File: src/rtl/serial_add_pkg.sv
// serial_add_pkg: shared types and constants for the serial_add_sched slice.
//   state_t       - sequencer states (IDLE / CALC / DONE)
//   req_id_t      - requester id, 0 or 1
//   NBITS_DEFAULT - default operand/sum width
package serial_add_pkg;

  localparam int NBITS_DEFAULT = 4;

  typedef enum logic [1:0] {
    IDLE = 2'd0,
    CALC = 2'd1,
    DONE = 2'd2
  } state_t;

  typedef logic req_id_t;

endpackage

File: src/rtl/serial_add_bit.sv
// serial_add_bit: one-bit full adder with its carry register.
//   clk, reset    - clock, asynchronous active-low reset
//   clr           - clear the carry (start of a new operation)
//   en            - advance the carry register by one bit position
//   a, b          - operand bits for the current position
//   sum           - combinational sum bit (a ^ b ^ carry)
//   cout_next     - combinational carry out of the current position
module serial_add_bit (
  input  logic clk,
  input  logic reset,
  input  logic clr,
  input  logic en,
  input  logic a,
  input  logic b,
  output logic sum,
  output logic cout_next
);

  logic carry;

  assign sum       = a ^ b ^ carry;
  assign cout_next = (a & b) | (carry & (a ^ b));

  // NOTE: sequential state is written with non-blocking assignments only, so
  // every flop samples values from before the edge regardless of block order.
  always_ff @(posedge clk or negedge reset) begin
    if (!reset) begin
      carry <= 1'b0;
    end else if (clr) begin
      carry <= 1'b0;
    end else if (en) begin
      carry <= cout_next;
    end
  end

endmodule

File: src/rtl/serial_add_sched.sv
// serial_add_sched: round-robin scheduler and bit sequencer for the serial adder.
//   clk, reset               - clock, asynchronous active-low reset
//   req0_* / req1_*          - val/rdy operand requests (a, b) from two requesters
//   resp_val / resp_rdy      - val/rdy handshake for the result
//   resp_sum                 - (a + b) mod 2^NBITS
//   resp_cout                - carry out of bit NBITS-1
//   resp_id                  - requester that issued the operation
// One operation takes NBITS+2 cycles minimum: IDLE (grant), NBITS x CALC, DONE.
module serial_add_sched
  import serial_add_pkg::*;
#(
  parameter int NBITS = NBITS_DEFAULT
) (
  input  logic             clk,
  input  logic             reset,
  input  logic             req0_val,
  output logic             req0_rdy,
  input  logic [NBITS-1:0] req0_a,
  input  logic [NBITS-1:0] req0_b,
  input  logic             req1_val,
  output logic             req1_rdy,
  input  logic [NBITS-1:0] req1_a,
  input  logic [NBITS-1:0] req1_b,
  output logic             resp_val,
  input  logic             resp_rdy,
  output logic [NBITS-1:0] resp_sum,
  output logic             resp_cout,
  output req_id_t          resp_id
);

  localparam int             CW   = $clog2(NBITS);
  localparam logic [CW-1:0]  LAST = CW'(NBITS - 1);

  state_t           state, state_nxt;
  logic             prio;          // requester that wins when both are valid
  logic [CW-1:0]    cnt;           // current bit position during CALC
  logic [NBITS-1:0] a_q, b_q;      // latched operands
  logic [NBITS-1:0] sum_sr;        // sum bits shifted in LSB-first
  req_id_t          id_q;
  logic             grant0, grant1, take, calc, last_bit;
  logic             bit_sum, bit_cout;

  assign take     = grant0 | grant1;
  assign calc     = (state == CALC);
  assign last_bit = calc && (cnt == LAST);
  assign resp_val = (state == DONE);
  assign req0_rdy = grant0;
  assign req1_rdy = grant1;

  serial_add_bit u_bit (
    .clk       (clk),
    .reset     (reset),
    .clr       (take),
    .en        (calc),
    .a         (a_q[cnt]),
    .b         (b_q[cnt]),
    .sum       (bit_sum),
    .cout_next (bit_cout)
  );

  always_ff @(posedge clk or negedge reset) begin
    if (!reset) begin
      state <= IDLE;
    end else begin
      state <= state_nxt;
    end
  end

  // NOTE: every signal driven here gets a default first, so no path through
  // the case statement can leave one unassigned and infer a latch.
  always_comb begin
    state_nxt = state;
    grant0    = 1'b0;
    grant1    = 1'b0;
    case (state)
      IDLE: begin
        // Grants are masked by reset so rdy is 0 while the block is held.
        if (reset) begin
          grant0 = req0_val && (!req1_val || !prio);
          grant1 = req1_val && (!req0_val ||  prio);
        end
        if (grant0 || grant1) state_nxt = CALC;
      end
      CALC:    if (cnt == LAST) state_nxt = DONE;
      DONE:    if (resp_rdy)    state_nxt = IDLE;
      default: state_nxt = IDLE;
    endcase
  end

  // NOTE: operand and sum registers are reset along with the control state so
  // the response outputs come out of reset at 0 with no X propagation.
  always_ff @(posedge clk or negedge reset) begin
    if (!reset) begin
      prio      <= 1'b0;
      cnt       <= '0;
      a_q       <= '0;
      b_q       <= '0;
      sum_sr    <= '0;
      id_q      <= 1'b0;
      resp_sum  <= '0;
      resp_cout <= 1'b0;
      resp_id   <= 1'b0;
    end else begin
      if (take) begin
        a_q  <= grant1 ? req1_a : req0_a;
        b_q  <= grant1 ? req1_b : req0_b;
        id_q <= grant1;
        prio <= !grant1;           // next tie goes to the other requester
        cnt  <= '0;
      end
      if (calc) begin
        sum_sr <= {bit_sum, sum_sr[NBITS-1:1]};
        cnt    <= cnt + 1'b1;
      end
      // Response registers change only when a result completes, so they
      // hold their previous value through IDLE and CALC.
      if (last_bit) begin
        resp_sum  <= {bit_sum, sum_sr[NBITS-1:1]};
        resp_cout <= bit_cout;
        resp_id   <= id_q;
      end
    end
  end

endmodule

File: config.mk
export PLATFORM = sky130hd
export DESIGN_NAME = serial_add_sched
export DESIGN_NICKNAME = d
export VERILOG_FILES = /design/src/rtl/serial_add_pkg.sv /design/src/rtl/serial_add_bit.sv /design/src/rtl/serial_add_sched.sv
export SDC_FILE = /design/constraint.sdc
export NUM_CORES = 1
export LEC_CHECK = 0
export CORE_MARGIN = 2
export CORE_UTILIZATION = 45
export DETAILED_ROUTE_END_ITERATION = 10
export PLACE_DENSITY = 0.75
export SLEW_MARGIN = 20
export SYNTH_ARGS = -nofsm -noshare
export SYNTH_HDL_FRONTEND = slang
export SYNTH_SLANG_ARGS = --single-unit
File: constraint.sdc
create_clock -name clk -period 3.41 [get_ports clk]
set_clock_uncertainty 0.05 [all_clocks]
set_input_delay 0.5115 -clock clk [delete_from_list [all_inputs] [get_ports clk]]
set_output_delay 0.5115 -clock clk [all_outputs]
set_load 0.1 [all_outputs]
==> metrics.cfg <==
[worst_setup_path]
worstSetupStartpoint=reset
r2r_end=resp_sum[3]
reg2reg_depth=3
critPathSlowestCell=clkdlybuf4s50_1
path_cells=clkdlybuf4s50_1 -> or3b_1 -> or3_4 -> clkinv_4 -> buf_12
max_stage_delay_ns=0.49
endpoint_kind=output pin
r2r-start=cnt[0]
r2r_slack_ns=1.49
critical_path_arrival_ns=2.22
worstPathMaxFanout=8
crit_required_ns=2.85
critical_path_class=primary input to output pin
critPathLaunchType=primary input

[power_and_ir_drop]
p_sw_mw=0.6699
power_frac_clock=0.105
leakagePower_nw=0.6722
irDropWorstVdd_mv=0.6309
finalPower_mw=1.434
p_per_area_nw_per_um2=966.3
seqPwrFrac=0.356
p_int_mw=0.7640
swShare=0.4672
combPwrFrac=0.539

[synth]
synth_warnings=0
ys_top_cells_by_count=dfrtp_1, nand2_1, o21ai_0
synth.area.top_cells=dfrtp_1, mux2_2, a221o_1
syn-num-nets=118
ys_seq_area_frac=0.5430
netlist_instances=95
synth_edf_count=0
synth_top_area_share=0.5430
synth_most_common_cell=dfrtp_1
synth_seq_cells=24
synth_area_um2=1106
yosysTopAreaCell=dfrtp_1
synth.avg_cell_area_um2=11.64
ys.flop_type=dfrtp_1
synth_cell_types=28
synthArstFlopShare=1.000

[clock_network]
clockBufferDepth=2
cts_num_sinks=24
h-tree-depth=1
cts_resized=0
cts_tree=built
postCtsSetupBuffers=0
ctsHoldBuffers=0
insertion_delay_ns=0.32
root_buffer=clkbuf_4
cts.clk_slew.worst_paths_ns=0.13
cts_buffers=3

[grt]
grt_pass1_wl_mm=3.760
grt_usage=0.1864
antenna_found_initial=0
grt_pass1_vias=837
grt.overflow.total=0
grt_max_degree=26

[floorplanning]
die_width_um=53.58
dieArea_um2=2870
die_y_um=53.58
placementRows=17
core_um2=2276
io_pins=30
start_util=0.4860

[sta]
period_needed_ns=2.786
maxSlewViolCount=0
worstMarginPinSlew_ns=0.9611
relSlewSlack=0.3573
rsz0062_at_grt=false
finalSetupViolCount=0
period_share=0.8169
hold_viol_final=0
max_freq_mhz=359.0
fin_setup_tns_ns=0

[cells_and_area]
final_nets=151
utilization=0.6520
diodes=0
final_layout_size_suffix_gt1_frac=0.1575
syn_to_final_growth_pct=34.16

[drt]
wire_per_inst_um=14.26
ant_nets=0
drt_iter0_drc=11
vias_per_cell=5.439
firstDrtPassIters=5
routed_wl_mm=2.211
drc=0
num_vias=843

[min_path]
hold_class=flip-flop to flip-flop
min_from=sum_sr[1]
holdPathStages=2
min_to=sum_sr[1]

[place]
port_buffers=29
hpwl_mm=1.668
place_congestion=0.7988

[status]
status=completed

[run]
drv_cap=0

[cell families (layout without fill, tap and decap cells)]
group / Yosys count / count (layout) / share of synthesized area
AND/OR/NAND/NOR: 34 / 34 / 0.1640
flip-flops: 24 / 24 / 0.5430
adder cells (fa/ha/maj): 2 / 2 / 0.02941
buffers and inverters: 6 / 38 / 0.02601
AO/OA/AOI/OAI: 21 / 21 / 0.1357
multiplexers: 8 / 8 / 0.1018
[per-stage QoR]
| step | worst slack (ns) | hold slack [ns] | instances | cell area (µm²) |
|---|---|---|---|---|
| floorplan | 0.5393 | 0.1659 | 95 | 1106 |
| finish | 0.6243 | 0.4487 | 155 | 1484 |
| global placement | 0.6668 | 0.4077 | 151 | 1448 |
| detailed placement | 0.6507 | 0.4173 | 151 | 1448 |
| global route | 0.5649 | 0.4875 | 155 | 1484 |
| CTS | 0.6412 | 0.4469 | 155 | 1484 |
[layout by cell type, fill, tap and decap left out, types with 3 or more instances in the layout]
cell type,Yosys,layout
clkdlybuf4s50_1,0,26
dfrtp_1,24,24
nand2_1,14,14
o21ai_0,7,7
and3_1,6,6
a221o_1,6,6
mux2_2,6,6
nor2_1,3,3
inv_1,3,3
clkbuf_4,0,3
[layer usage]
metal,global-route usage,share of wire,vias up
met5,0,0,-
met4,0.07692,0.018,0
met3,0.02500,0.041,5
met2,0.2922,0.46,21
met1,0.2619,0.48,407
li1,-,-,410
[layout make-up]
| cell class | count | area (µm²) |
|---|---|---|
| inverters | 4 | 20.02 |
| flip-flops and latches | 24 | 600.6 |
| repair buffers | 30 | 315.3 |
| clock buffers | 4 | 36.28 |
| fillers | 174 | 792.0 |
| well taps | 28 | 35.03 |
| multi-input cells | 65 | 476.7 |
[power by group through the flow]
stage | logic (mW) | registers (mW) | clock network, mW
after floorplan | 0.368 | 0.725 | 0
after global placement | 0.765 | 0.512 | 0
after detailed placement | 0.781 | 0.518 | 0
after CTS | 0.783 | 0.511 | 0.153
after global routing | 0.845 | 0.530 | 0.167
final | 0.773 | 0.510 | 0.151
[flip-flops by register name, indices dropped and copies added (netlist names), 2 cells and up]
register and count:
a_q 4, resp_sum 4, b_q 4, sum_sr 3, state 2, cnt 2
[critical path: cells and delay by family]
kind                   cells  cell delay (ns)
AND/OR/NAND/NOR            2             0.95
buffers and inverters      3             0.76
[worst max-delay path by stage]
| stage | end | cells past startpoint |
|---|---|---|
| finish | req1_rdy | 5 |
| global route | req1_rdy | 5 |
| CTS | req1_rdy | 5 |
| detailed placement | b_q[1] | 5 |
| global placement | req1_rdy | 5 |
| floorplan | req0_rdy | 3 |
(Power assumes the default switching activity.)
